### config.mk
export PLATFORM = sky130hd
export DESIGN_NAME = fetch_queue
export DESIGN_NICKNAME = d
export VERILOG_FILES = /design/src/rtl/fetch_pkg.sv /design/src/rtl/fq_fifo.sv /design/src/rtl/fetch_queue.sv
export SDC_FILE = /design/constraint.sdc
export NUM_CORES = 1
export LEC_CHECK = 0
export ABC_AREA = 1
export CORE_MARGIN = 3
export CORE_UTILIZATION = 25
export DETAILED_ROUTE_END_ITERATION = 12
export PLACE_DENSITY = 0.47
export SLEW_MARGIN = 20
export SYNTH_ARGS = -nofsm -noshare
export SYNTH_HDL_FRONTEND = slang
export SYNTH_SLANG_ARGS = --single-unit
### constraint.sdc
create_clock -name clk -period 5.75 [get_ports clk]
set_clock_uncertainty 0.2 [all_clocks]
set_input_delay 1.15 -clock clk [delete_from_list [all_inputs] [get_ports clk]]
set_output_delay 1.15 -clock clk [all_outputs]
set_load 0.005 [all_outputs]
### src/rtl/fetch_pkg.sv
// Shared definitions for the instruction-fetch front end.
//   XLEN_DEFAULT     : default PC / address width
//   RESET_PC_DEFAULT : default first fetch address after reset
//   NOP_INSTR        : canonical RV32 NOP (addi x0,x0,0)
//   count_width()    : bits needed to hold an occupancy of 0..depth
package fetch_pkg;

   localparam int          XLEN_DEFAULT     = 32;
   localparam logic [31:0] RESET_PC_DEFAULT = 32'h0000_0000;
   localparam logic [31:0] NOP_INSTR        = 32'h0000_0013;

   function automatic int count_width(input int depth);
      return $clog2(depth) + 1;
   endfunction

endpackage

### src/rtl/fq_fifo.sv
// Synchronous FIFO with flush, used both for the fetched {instr,pc} entries
// and for the in-order PC shadow of outstanding requests.
//   clk, rst : clock, asynchronous active-high reset
//   push/din : write din when not full (or when full and popping)
//   pop      : discard head entry when not empty
//   flush    : empty the FIFO; overrides push and pop
//   full, empty, count : occupancy status
//   head     : oldest entry, read straight from the storage array
module fq_fifo
   import fetch_pkg::*;
#(
   parameter int WIDTH = 32,
   parameter int DEPTH = 4
) (
   input  logic                          clk,
   input  logic                          rst,
   input  logic                          push,
   input  logic                          pop,
   input  logic                          flush,
   input  logic [WIDTH-1:0]              din,
   output logic                          full,
   output logic                          empty,
   output logic [count_width(DEPTH)-1:0] count,
   output logic [WIDTH-1:0]              head
);

   localparam int CW = count_width(DEPTH);
   localparam int AW = $clog2(DEPTH);

   logic [WIDTH-1:0] mem [DEPTH];
   logic [AW-1:0]    rd_ptr;
   logic [AW-1:0]    wr_ptr;
   logic [CW-1:0]    count_reg;
   logic             do_push;
   logic             do_pop;

   assign full  = (count_reg == CW'(DEPTH));
   assign empty = (count_reg == '0);
   assign count = count_reg;
   assign head  = mem[rd_ptr];

   assign do_pop  = pop && !empty && !flush;
   // A full FIFO still accepts a push when the head leaves in the same cycle.
   assign do_push = push && (!full || do_pop) && !flush;

   // Storage needs no reset: head is only consumed while count_reg > 0.
   always_ff @(posedge clk) begin
      if (do_push) mem[wr_ptr] <= din;
   end

   // DEPTH is a power of two, so the pointers wrap naturally.
   always_ff @(posedge clk or posedge rst) begin
      if (rst) begin
         rd_ptr    <= '0;
         wr_ptr    <= '0;
         count_reg <= '0;
      end else if (flush) begin
         rd_ptr    <= '0;
         wr_ptr    <= '0;
         count_reg <= '0;
      end else begin
         if (do_push) wr_ptr <= wr_ptr + AW'(1);
         if (do_pop)  rd_ptr <= rd_ptr + AW'(1);
         case ({do_push, do_pop})
            2'b10:   count_reg <= count_reg + CW'(1);
            2'b01:   count_reg <= count_reg - CW'(1);
            default: count_reg <= count_reg;
         endcase
      end
   end

endmodule

### src/rtl/fetch_queue.sv
// Instruction-fetch front end with a prefetch buffer between instruction
// memory and decode. Fetch runs ahead of decode by up to DEPTH entries;
// redirects flush the buffer and squash responses already in flight.
//   clk, rst                     : clock, asynchronous active-high reset
//   imem_req, imem_addr          : fetch request (word-aligned address)
//   imem_rvalid, imem_rdata      : in-order response, >= 1 cycle after request
//   redirect_valid, redirect_pc  : flush and restart fetch at redirect_pc
//   dec_valid, dec_ready         : head-entry handshake towards decode
//   dec_instr, dec_pc, dec_pc4   : head entry fields
//   fq_count                     : occupied buffer entries
module fetch_queue
   import fetch_pkg::*;
#(
   parameter int              XLEN     = XLEN_DEFAULT,
   parameter int              DEPTH    = 4,
   parameter logic [XLEN-1:0] RESET_PC = XLEN'(RESET_PC_DEFAULT)
) (
   input  logic                   clk,
   input  logic                   rst,
   output logic                   imem_req,
   output logic [XLEN-1:0]        imem_addr,
   input  logic                   imem_rvalid,
   input  logic [31:0]            imem_rdata,
   input  logic                   redirect_valid,
   input  logic [XLEN-1:0]        redirect_pc,
   output logic                   dec_valid,
   input  logic                   dec_ready,
   output logic [31:0]            dec_instr,
   output logic [XLEN-1:0]        dec_pc,
   output logic [XLEN-1:0]        dec_pc4,
   output logic [$clog2(DEPTH):0] fq_count
);

   localparam int CW = count_width(DEPTH);

   logic [XLEN-1:0]    fetch_pc;
   logic [CW-1:0]      outstanding;
   logic [CW-1:0]      drop;
   logic [CW:0]        credits_used;
   logic               issue;
   logic               accept;
   logic               pop;

   logic               q_full, q_empty;
   logic [CW-1:0]      q_count;
   logic [32+XLEN-1:0] q_head;
   logic               s_full, s_empty;
   logic [CW-1:0]      s_count;
   logic [XLEN-1:0]    s_head;

   // Every request owns a buffer slot until its entry is consumed, so the
   // buffer can never overflow. Nothing is issued while reset is held.
   assign credits_used = {1'b0, outstanding} + {1'b0, q_count};
   assign issue        = !rst && !redirect_valid && (credits_used < (CW+1)'(DEPTH));
   assign accept       = imem_rvalid && (drop == '0) && !redirect_valid;
   assign pop          = !q_empty && dec_ready;

   assign imem_req  = issue;
   assign imem_addr = fetch_pc;

   always_ff @(posedge clk or posedge rst) begin
      if (rst) begin
         fetch_pc    <= RESET_PC;
         outstanding <= '0;
         drop        <= '0;
      end else if (redirect_valid) begin
         // Every response still owed after this cycle belongs to the old path.
         fetch_pc    <= {redirect_pc[XLEN-1:2], 2'b00};
         outstanding <= outstanding - CW'(imem_rvalid);
         drop        <= outstanding - CW'(imem_rvalid);
      end else begin
         if (issue) fetch_pc <= fetch_pc + XLEN'(4);
         outstanding <= outstanding + CW'(issue) - CW'(imem_rvalid);
         if (imem_rvalid && (drop != '0)) drop <= drop - CW'(1);
      end
   end

   // PCs of live (non-squashed) requests, in issue order.
   fq_fifo #(.WIDTH(XLEN), .DEPTH(DEPTH)) u_pc_shadow (
      .clk   (clk),
      .rst   (rst),
      .push  (issue),
      .pop   (accept),
      .flush (redirect_valid),
      .din   (fetch_pc),
      .full  (s_full),
      .empty (s_empty),
      .count (s_count),
      .head  (s_head)
   );

   fq_fifo #(.WIDTH(32+XLEN), .DEPTH(DEPTH)) u_entries (
      .clk   (clk),
      .rst   (rst),
      .push  (accept),
      .pop   (pop),
      .flush (redirect_valid),
      .din   ({imem_rdata, s_head}),
      .full  (q_full),
      .empty (q_empty),
      .count (q_count),
      .head  (q_head)
   );

   // Head fields are forced to zero while the buffer is empty.
   assign dec_valid = !q_empty;
   assign dec_instr = dec_valid ? q_head[XLEN +: 32] : '0;
   assign dec_pc    = dec_valid ? q_head[XLEN-1:0] : '0;
   assign dec_pc4   = dec_valid ? (q_head[XLEN-1:0] + XLEN'(4)) : '0;
   assign fq_count  = q_count;

   a_drop_le_out:  assert property (@(posedge clk) disable iff (rst) drop <= outstanding);
   a_out_le_depth: assert property (@(posedge clk) disable iff (rst) outstanding <= CW'(DEPTH));
   a_credits:      assert property (@(posedge clk) disable iff (rst) credits_used <= (CW+1)'(DEPTH));
   a_shadow_sync:  assert property (@(posedge clk) disable iff (rst) s_count == outstanding - drop);
   a_no_overflow:  assert property (@(posedge clk) disable iff (rst) accept |-> (!q_full || pop));
   a_shadow_room:  assert property (@(posedge clk) disable iff (rst) issue |-> !s_full);
   a_shadow_live:  assert property (@(posedge clk) disable iff (rst) accept |-> !s_empty);

endmodule

# Word level (Yosys, flattened, before mapping)

Memory sizes are Yosys's and may differ from the RTL's.
Cells that the tools add are included.

$lt $le $gt $ge: 1
Equality and inequality tests: 6
Add/subtract/negate cells: 15
Reductions and logical operators: 34
Multiplexer cells: 24

Operators by type and width:

| kind                  | number |
|---|---|
| $mux 32               | 5 |
| $add 32x3->32 const B | 2 |
| $mux 2                | 8 |
| $mux 3                | 5 |
| $logic_and 1x1->1     | 14 |
| $pmux 3 s2            | 2 |
| $reduce_bool 2->1     | 6 |
| $logic_not 3->1       | 3 |
| $reduce_bool 3->1     | 3 |
| $sub 3x1->3 const B   | 3 |
| $add 2x1->2 const B   | 4 |
| $add 3x1->3 const B   | 2 |
| $eq 3x3->1 const B    | 2 |
| $logic_not 1->1       | 6 |
| $sub 3x1->3           | 2 |
| $add 3x3->4           | 1 |
| $eq 2x1->1 const B    | 2 |
| $eq 2x2->1 const B    | 2 |
| $lt 4x3->1 const B    | 1 |
| $mux 1                | 4 |
| $add 3x1->3           | 1 |
| $logic_or 1x1->1      | 2 |

Input bits: 69
Register bits: 52
Bits in writable memories: 384
Memories: 2
Output and inout port bits: 133

Memory list:

| name            | words | width | read ports | clocked after memory_dff | write ports | RTL line      | RTL |
|---|---|---|---|---|---|---|---|
| u_entries.mem   | 4     | 64    | 1          | 0                        | 1           | fq_fifo.sv:30 | `logic [WIDTH-1:0] mem [DEPTH];` |
| u_pc_shadow.mem | 4     | 32    | 1          | 0                        | 1           | fq_fifo.sv:30 |  |

# Longest topological paths before layout

Gate-level depths: netlist of the first run.

Word-level depth: 11
Gate-level depth with buffers: 17
Depth with buffers taken out: 15

# Modules after synthesis

From an unflattened synthesis of the first run, not the netlist that was laid out.

Cell total of the unflattened synthesis: 1,832
Area, all modules: 19,461.2 um^2

By module, submodules not included:

| module                | area an instance (um^2) | cells each | instances | sequential area each (um^2) |
|---|---|---|---|---|
| fq_fifo (u_entries)   | 10,017.1                | 693        | 1         | 7,862.5 |
| fq_fifo (u_pc_shadow) | 5,288.8                 | 373        | 1         | 4,018.9 |
| fetch_queue           | 4,155.2                 | 766        | 1         | 900.9 |

# Least setup slack after synthesis of the first run

OpenSTA, ideal clock, no wires.

Path type: input to register
Start: input redirect_valid
End: memory u_entries.mem[0][10] (netlist name) (enable)
Data required time: 5.068 ns
Buffers on the path: 1
Stages on the path: 6
Library setup time: 0.482 ns
Data arrival time: 4.381 ns
Setup slack: 0.686 ns
Cell sequence: clkbuf_1 -> inv_1 -> nand2_1 -> nand3_1 -> nand2_1 -> nor2_1

Word-level cells in the longest chain between the ends: 7
Elaborated cells between the ends (all ways): 8

RTL lines:

| what                           | RTL line                                        | RTL |
|---|---|---|
| from (decl)                    | fetch_queue.sv:24                               | `input logic redirect_valid,` |
| $logic_not 1->1 *              | fq_fifo.sv:42, fq_fifo.sv:44, fetch_queue.sv:55 |  |
| $logic_and 1x1->1              | fq_fifo.sv:42                                   | `assign do_pop = pop && !empty && !flush;` |
| $logic_or 1x1->1               | fq_fifo.sv:44                                   | `assign do_push = push && (!full \|\| do_pop) && !flush;` |
| $logic_and 1x1->1              | fq_fifo.sv:44                                   |  |
| $logic_and 1x1->1 *            | fq_fifo.sv:44                                   |  |
| $mux 1 *                       | fq_fifo.sv:48                                   | `if (do_push) mem[wr_ptr] <= din;` |
| $mux 1 (not written as such) * | fq_fifo.sv:48                                   |  |
| to (decl)                      | fq_fifo.sv:30                                   |  |

Every way passes the cells marked *; elsewhere a longest branch is shown, timed or not.

# Final worst setup path of the first run

Start: register u_entries.rd_ptr[0]
End: output dec_pc4[14]

Word-level cells in the longest chain between the ends: 3

RTL lines:

| what                   | RTL line           | RTL |
|---|---|---|
| from (decl)            | fq_fifo.sv:31      | `logic [AW-1:0] rd_ptr;` |
| from (signal assigned) | fq_fifo.sv:63      | `if (do_pop) rd_ptr <= rd_ptr + AW'(1);` |
| $mem_v2 4x64           | n/a                |  |
| $add 32x3->32          | fetch_queue.sv:109 | `assign dec_pc4 = dec_valid ? (q_head[XLEN-1:0] + XLEN'(4)) : '0;` |
| $mux 32                | fetch_queue.sv:109 |  |
| to (decl)              | fetch_queue.sv:30  | `output logic [XLEN-1:0] dec_pc4,` |

Every way passes these cells.

==> results of run 1 <==
## critical path, delay by kind of cell, from the launching register on
family,cells,cell delay (ns)
simple gates,5,0.84
flops,1,0.46
fa+ha+maj,1,0.20
buf+inv,4,1.24
compound gates,3,0.47
## synth_stat cells, types with 4 or more instances
| library cell | number | share of area (%) |
|---|---|---|
| o221ai_1 | 4 | 0.18 |
| o21bai_1 | 5 | 0.19 |
| nor4_1 | 4 | 0.13 |
| xnor2_1 | 7 | 0.32 |
| inv_1 | 110 | 2.1 |
| ha_1 | 18 | 1.2 |
| buf_6 | 12 | 0.70 |
| o211ai_1 | 8 | 0.31 |
| nor3_1 | 14 | 0.36 |
| buf_2 | 19 | 0.49 |
| nand4_1 | 10 | 0.32 |
| nor2_1 | 335 | 6.5 |
| edfxtp_1 | 368 | 57 |
| nand2_1 | 487 | 9.5 |
| buf_4 | 12 | 0.47 |
| nand2_2 | 13 | 0.42 |
| nor2_2 | 18 | 0.58 |
| clkbuf_1 | 43 | 0.84 |
| buf_1 | 6 | 0.12 |
| dfrtp_1 | 50 | 6.5 |
| xor2_1 | 21 | 0.95 |
| a21oi_1 | 48 | 1.2 |
| o22ai_1 | 31 | 1.0 |
| o21ai_0 | 155 | 4.0 |
| nand3_1 | 114 | 3.0 |
## through the flow
| stage | utilization (%) | total power, mW | hold WS (ns) | setup WS (ns) |
|---|---|---|---|---|
| after floorplan | - | 4.582 | 0.3138 | 0.6864 |
| after global placement | 29.28 | 5.243 | 0.3327 | 1.111 |
| after detailed placement | 29.28 | 5.274 | 0.3549 | 1.104 |
| after CTS | 31.28 | 8.227 | 0.3654 | 0.4442 |
| after global routing | 31.28 | 8.539 | 0.4017 | 0.1612 |
| final | 31.28 | 8.097 | 0.3641 | 0.5970 |
## path summary, 6_finish.rpt
kind | start | endpoint | slack (ns) | cells after the start
setup / recovery | u_entries.rd_ptr[0]$_DFFE_PP0P_ | dec_pc4[14] | 0.60 | 13
hold / removal | u_pc_shadow.wr_ptr[0]$_DFFE_PP0P_ | u_pc_shadow.wr_ptr[0]$_DFFE_PP0P_ | 0.36 | 1
setup reg to reg | u_entries.count[0]$_DFFE_PP0P_ | u_entries.mem[1][20]$_DFFE_PP_ | 2.20 | 8
hold reg to reg | u_pc_shadow.wr_ptr[0]$_DFFE_PP0P_ | u_pc_shadow.wr_ptr[0]$_DFFE_PP0P_ | 0.36 | 1
max in group asynchronous | rst | u_entries.rd_ptr[0]$_DFFE_PP0P_ | 3.90 | 3
min in group asynchronous | rst | outstanding[2]$_DFF_PP0_ | 0.90 | 3
## where the power goes
group	internal [mW]	switching [mW]
Combinational	0.518	0.890
Sequential	3.59	0.190
Clock	1.65	1.26
Total	5.76	2.34
## layer usage
metal	track usage (%)	share of wire, %	up-vias
li1	-	-	6913
met1	18.72	47	6734
met2	22.08	46	320
met3	2.000	3.9	90
met4	3.994	2.6	0
met5	0	0	-
## layout make-up
class | count | area (µm²)
fillers | 7783 | 52370
flip-flops and latches | 418 | 12310
multi-input cells | 1316 | 6067
repair buffers | 222 | 2207
well taps | 1030 | 1289
clock buffers | 57 | 1276
inverters | 115 | 439.2
clock inverters | 32 | 250.2
## cells by family after synthesis
logic type	share of synthesized area [%]
adder cells (fa/ha/maj)	1.481
flip-flops	63.84
buffers and inverters	5.000
AND/OR/NAND/NOR	21.09
other	0.01946
XOR/XNOR	1.273
AO/OA/AOI/OAI	7.292
==> out/metrics.csv, run 1 <==
metric,value,unit
crit_path_top_delay_cell,clkdlybuf4s50_1,
timing.final.crit_period,5.153,ns
setup_tns,0,ns
rows,101,
maxSlewViolCount,0,
leakage,8.780,nW
drc,0,
dieWidth,283.6,µm
gp_congestion,0.8477,
instances_no_fill,3190,
place_hpwl,36040,µm
cts_hold_buf,0,
rsz0062_at_grt,no,
synthDistinctLibCells,40,
period_share,89.62,%
worstSetupPathType,flop to primary output,
antennaDiodeCount,0,
cts.root.buffer_cell,clkbuf_16,
io_pins,202,
powerDensity,339.7,nW/µm²
dieArea,80440,µm²
layout_common_cells,"nand2_1, edfxtp_1, nor2_1",
vdd_drop_max,0.0002179,V
grt_max_degree,86,
hold_class,flop to flop,
htree_levels,2,
outcome,completed,
seq_area_frac_synth,63.84,%
start_kind,flop,
grt.total_usage,13.56,%
critPathCaptureType,primary output,
antenna_found_initial,0,
tritoncts,done,
synth_edf_count,368,
async_reset_ff_share,11.96,%
synth-seq-cells,418,
nets,2212,
crit_fanout,46,
path_cells,buf_4 > a21oi_1 > o21ai_1 > nand2_2 > inv_2 > ha_1 > inv_1 > nor2_4 > nand2_1 > nor2_2 > nand2_2 > a21oi_1 > clkdlybuf4s50_1,
fmax,194.1,MHz
maxCapViolCount,0,
area_growth,23.70,%
synth_cells,1937,
grt_overflow,0,
grt_pass1_wl,84570,µm
mostFrequentLayoutCell,nand2_1,
wirelength,55520,µm
post_cts_buffers,0,
max_stage_delay,0.54,ns
syn_area,19270,µm²
finalSetupViolCount,0,
hold_viol_final,0,
clkLatencyLatePin,0.59,ns
cts_resized,0,
core,76200,µm²
stdcell_area,23840,µm²
max_slew_margin,34.26,%
yosys_warnings,0,
dp_cells,3101,
port-buffer-count,193,
cts.sinks,418,
viasPerCell,4.407,
clockBufferDepth,3,
dr.pass1.iters,5,
vias,14060,
drive_above_1_share,7.315,%
grt_pass1_vias,13870,
syn_area_per_cell,9.948,µm²
ys.flop_type,edfxtp_1,
drtIter0Drc,1088,
worst_pin_slew,0.9838,ns
largest_reg_flops,248,
numCtsBuffers,49,
drtAntennaViolNets,0,
initial_core_util,25.29,%
cp.arrival,3.80,ns
wire_per_inst,17.40,µm
placed_cell_area,22310,µm²
die_height,283.6,µm
max_flop_register,u_entries.mem,
required,4.40,ns
cts.clk_slew.worst_paths,0.06,ns
No activity file was read; power rests on OpenSTA's default activity.
==> inputs of run 2 (changes only) <==
--- a/config.mk
+++ b/config.mk
@@ -8,6 +8,7 @@
 export ABC_AREA = 1
 export CORE_MARGIN = 3
 export CORE_UTILIZATION = 25
+export CTS_CLUSTER_SIZE = 40
 export DETAILED_ROUTE_END_ITERATION = 12
 export PLACE_DENSITY = 0.47
 export SLEW_MARGIN = 20
==> results of run 2 <==
The final DEF is identical to that of run 1; final timing and power are the same.
==> inputs of run 3 (changes only) <==
--- a/config.mk
+++ b/config.mk
@@ -6,10 +6,12 @@
 export NUM_CORES = 1
 export LEC_CHECK = 0
 export ABC_AREA = 1
+export ABC_CLOCK_PERIOD_IN_PS = 5750
 export CORE_MARGIN = 3
 export CORE_UTILIZATION = 25
 export CTS_CLUSTER_SIZE = 40
 export DETAILED_ROUTE_END_ITERATION = 12
+export HOLD_SLACK_MARGIN = 0.06
 export PLACE_DENSITY = 0.47
 export SLEW_MARGIN = 20
 export SYNTH_ARGS = -nofsm -noshare
==> results of run 3 <==
The final DEF is identical to that of run 1; final timing and power are the same.
==> RTL change 1 (flow settings as in run 2) <==
The package constant `XLEN_DEFAULT` goes from 32 to 16.
--- a/src/rtl/fetch_pkg.sv
+++ b/src/rtl/fetch_pkg.sv
@@ -7,3 +7,3 @@
 
-   localparam int          XLEN_DEFAULT     = 32;
+   localparam int          XLEN_DEFAULT     = 16;
    localparam logic [31:0] RESET_PC_DEFAULT = 32'h0000_0000;
Interface: changed (resized dec_pc, dec_pc4, imem_addr and redirect_pc); port bits go from 202 to 138. No check against the original RTL was run, so the function may have changed too.
==> RTL change 1 against run 2 <==
  * Sequential cell count shrank 144
  * Critical path depth shrank 2
  * Critical endpoint is now dec_pc4[12]
  * Register-to-register slack gained 0.57 ns
  * Clock power shrank 30%
  * Cell area shrank 37%
  * Worst setup slack gained 0.30 ns
  * Synthesized area shrank 37%
  * Total power shrank 18%
  * Core utilization grew 0.57 points
  * Sequential power shrank 33%
  * Wire length shrank 45%
==> RTL change 1: results (changes against run 2) <==
stage	metric	value	unit	change
outcome	status	complete, no violations		unchanged
global_route	track_usage	12.0	%	was 13.6%
global_route	grt_max_degree	92		was 86
final_layout	diodes	0		unchanged
place	postPlaceCellArea	14000	um2	was 22300 um2
detailed_routing	first_pass_iters	7		was 5
global_route	grt_first_pass_wirelength	47100	um	was 84600 um
place	dpl_worst_slack	1.06	ns	was 1.10 ns
critical_path	critPathMaxFanout	22		was 46
detailed_routing	drt_iter0_drc	403		was 1088
synthesis	yosysSeqAreaShare	66.8	%	was 63.8%
timing	worstMarginPinSlew	0.908	ns	was 0.984 ns
global_route	first_global_vias	7930		was 13900
detailed_routing	routed_wl	30400	um	was 55500 um
place	portBuffers	129		was 193
power	p_total	6.65	mW	was 8.10 mW
clock_tree	cts-htree-levels	2		unchanged
final_layout	fin_nets	1285		was 2212
worst_hold_path	hp-class	register to register		unchanged
global_route	antenna_found_initial	0		unchanged
power	power.leakage	5.44	nW	was 8.78 nW
synthesis	yosysUniqueCellTypes	43		was 40
final_layout	final_cells	1840		was 3190
power	seq_power	2.53	mW	was 3.78 mW
clock_tree	cts.path.max_buffers	3		unchanged
final_layout	top_register	u_entries.mem		unchanged
synthesis	synth_warnings	0		unchanged
power	clk-power	2.04	mW	was 2.90 mW
power	peakVddDrop	0.237	mV	was 0.218 mV
synthesis	syn_area_per_cell	11.2	um2	was 9.95 um2
power	p_switching	2.14	mW	was 2.34 mW
clock_tree	cts_buffers	34		was 49
clock_tree	clk_pin_slew	0.05	ns	
clock_tree	clk_latency	0.52	ns	was 0.59 ns
place	gp_congestion	0.754		was 0.848
clock_tree	cts_setup_buffers	0		unchanged
final_layout	drive_gt1_share	9.33	%	was 7.31%
place	hpwl	18700	um	was 36000 um
synthesis	synth_area_leaders	edfxtp_1 60%, dfrtp_1 7.1%, nor2_1 6.5%		was edfxtp_1 57%, nand2_1 9.5%, nor2_1 6.5%
synthesis	synth_ff_type	edfxtp_1		unchanged
critical_path	crit_arrival	3.50	ns	was 3.80 ns
clock_tree	cts_root_buf	clkbuf_16		unchanged
detailed_routing	via_per_inst	4.33		was 4.41
clock_tree	cts_resized	0		unchanged
synthesis	synth-edff-count	240		was 368
final_layout	largest_reg_flops	184		was 248
synthesis	synth_common_cells	240 x edfxtp_1, 208 x nor2_1, 160 x nand2_1, 111 x o21ai_0, 63 x inv_1		was 487 x nand2_1, 368 x edfxtp_1, 335 x nor2_1, 155 x o21ai_0, 114 x nand3_1
synthesis	synthArstFlopShare	12.4	%	was 12.0%
## RTL change 1: worst max-delay path, stage by stage, from the launching register on
cell and delay (ns):
dfrtp_2 0.61, inv_2 0.52, nand3_1 0.24, nand2_4 0.13, ha_1 0.21, nand2_1 0.07
nor2_1 0.17, nand3_1 0.18, nor2_1 0.13, nor2_1 0.05, nor2_1 0.09, clkdlybuf4s50_1 0.59
## RTL change 1: logic make-up (layout without fill, tap and decap cells)
group	Yosys count	count (layout)	share of synthesized area, %
fa+ha+maj	21	21	2.37
buf+inv	124	273	4.98
flops	274	274	66.8
xor+xnor	11	11	0.799
compound gates	186	186	8.17
other cells	1	6	0.0311
simple gates	462	462	16.8
## RTL change 1: area by class of cell
class / instances / area, um2
Multi-Input combinational cell: 686 / 3450
Sequential cell: 274 / 8060
Clock inverter: 14 / 146
Fill cell: 4796 / 32100
Tap cell: 607 / 759
Inverter: 69 / 268
Timing Repair Buffer: 146 / 1420
Clock buffer: 44 / 910
## RTL change 1: worst paths after layout
check	start	end	slack [ns]	depth (start not counted)
max	u_entries.rd_ptr[1]	dec_pc4[12]	0.90	11
min	u_pc_shadow.wr_ptr[0]	u_pc_shadow.wr_ptr[0]	0.36	1
max reg2reg	drop[0]	u_entries.mem[2][45]	2.77	7
min reg2reg	u_pc_shadow.wr_ptr[0]	u_pc_shadow.wr_ptr[0]	0.36	1
max in group asynchronous	rst	imem_addr[11]	4.03	3
min in group asynchronous	rst	u_entries.rd_ptr[0]	0.96	3
## RTL change 1: per-layer routing
metal,part of all wire (%),GRT usage [%],wire [um]
met4,1.8,3.36,554
met1,47,16.4,14400
met2,46,19.3,14100
met5,0,0,0
met3,4.5,2.43,1370
==> RTL change 2 (config.mk and constraints of run 2) <==
Made on the original files. One comparison of `count_reg` changes from == to >=.
--- a/src/rtl/fq_fifo.sv
+++ b/src/rtl/fq_fifo.sv
@@ -36,3 +36,3 @@
 
-   assign full  = (count_reg == CW'(DEPTH));
+   assign full  = (count_reg >= CW'(DEPTH));
    assign empty = (count_reg == '0);
Check against the original RTL: same outputs for any inputs over 4 cycles, from zero or initial values and one cycle with rst high; that may be too few to reach the edited logic, so the function may still have changed.
==> RTL change 2 against run 2 <==
  * Synthesized area shrank 0.78%
  * Worst setup slack worse by 0.047 ns
  * Wire length fell by 1.2%
  * Sequential cell count is the same
  * Critical path depth grew 3
  * Cell area is 0.67% lower
  * Hold slack got worse by 0.052 ns
  * Via count fell by 1.9%
  * Die area shrank 0.76%
  * Fmax is 0.90% lower
  * Highest routed layer unchanged
Power is not compared: it rests on default switching activity, and its combinational part moved more than twofold at a synthesized area within 25%.
==> RTL change 2: results (changes against run 2) <==
stage	metric	value	unit	change
global_route	met3_usage	2.57	%	was 2.00%
final_layout	multi_input_cells	1275		was 1316
synthesis	syn_area_per_cell	10.1	um2	was 9.95 um2
global_route	antenna_found_initial	1		was 0
floorplan	dieArea	79800	um2	was 80400 um2
global_route	first_global_vias	13300		was 13900
final_layout	fin_nets	2166		was 2212
outcome	status	complete, no violations		unchanged
final_layout	nFillCells	7587		was 7783
final_layout	multi_input_area_share	25.1	%	was 25.5%
timing	max-slew-margin-rel	30.1	%	was 34.3%
final_layout	clkCellAreaFrac	6.76	%	was 6.40%
detailed_routing	drt_iter0_drc	954		was 1088
synthesis	synth_common_cells	454 x nand2_1, 368 x edfxtp_1, 335 x nor2_1, 151 x o21ai_0, 110 x inv_1		was 487 x nand2_1, 368 x edfxtp_1, 335 x nor2_1, 155 x o21ai_0, 114 x nand3_1
place	hpwl	35600	um	was 36000 um
synthesis	synthAdderAreaFrac	1.49	%	was 1.48%
final_layout	buf_share	9.13	%	was 9.26%
synthesis	yosysUniqueCellTypes	38		was 40
global_route	grt_max_degree	127		was 86
detailed_routing	first_pass_iters	5		unchanged
critical_path	crit_family	simple AND/OR/NAND/NOR gates		was buffers and inverters
final_layout	clkbuf_count	55		was 57
final_layout	final_cells	3082		was 3190
critical_path	slowest_delay	0.51	ns	was 0.54 ns
detailed_routing	wl_met2	23900	um	was 25600 um
detailed_routing	met3_length	3500	um	was 2150 um
global_route	use_met1	19.2	%	was 18.7%
detailed_routing	wl_met1	26300	um	about the same
final_layout	n_all_inverters	118		was 115
place	dp.cells	2997		was 3101
synthesis	synth_area_leaders	edfxtp_1 58%, nand2_1 8.9%, nor2_1 6.6%		was edfxtp_1 57%, nand2_1 9.5%, nor2_1 6.5%
final_layout	n_all_buffers	217		was 222
synthesis	yosysSeqAreaShare	64.3	%	was 63.8%
critical_path	critical-path-slowest-cell	dfrtp_4		was clkdlybuf4s50_1
synthesis	synth_compound_area_share	7.71	%	was 7.29%
detailed_routing	vias	13800		was 14100
power	peakVddDrop	0.293	mV	
final_layout	drive_gt1_share	6.81	%	was 7.31%
global_route	track_usage	13.4	%	was 13.6%
synthesis	synth-xor-area-share	1.60	%	was 1.27%
place	postPlaceCellArea	22100	um2	was 22300 um2
global_route	grt_util_met2	21.0	%	was 22.1%
final_layout	sh_seq_area	52.0	%	was 51.6%
global_route	grt_first_pass_wirelength	81700	um	was 84600 um
detailed_routing	routed_wl	54800	um	was 55500 um
critical_path	crit_arrival	3.85	ns	was 3.80 ns
place	dpl_worst_slack	1.12	ns	was 1.10 ns
clock_tree	cts_buffers	46		was 49
critical_path	critPathMaxFanout	126		was 46
place	gp_congestion	0.864		was 0.848
[RTL change 2: cell count changes after synthesis, moves of 4 or more]
cell     change
nand3_1     -22
nor2_2       -5
buf_1        +6
a22o_1       +5
o21ai_0      -4
buf_2        -4
nand4_1      +4
xor2_1       +9
o21ai_1      +5
nand2_1     -33
[RTL change 2: final timing paths]
kind	start	endpoint	slack, ns	cells past startpoint
max	u_entries.rd_ptr[0]	dec_pc4[18]	0.55	16
min	u_entries.rd_ptr[1]	u_entries.rd_ptr[1]	0.31	1
max reg2reg	u_entries.count[1]	u_pc_shadow.mem[3][4]	2.70	8
min reg2reg	u_entries.rd_ptr[1]	u_entries.rd_ptr[1]	0.31	1
max in group asynchronous	rst	u_entries.rd_ptr[0]	3.87	3
min in group asynchronous	rst	drop[1]	0.94	3
[RTL change 2: power breakdown]
group | leakage [nW] | switching (mW) | internal [mW] | total (mW)
logic | 4.07 | 2.09 | 1.38 | 3.47
registers | 3.94 | 0.264 | 3.67 | 3.93
clock network | 0.775 | 1.23 | 1.87 | 3.09
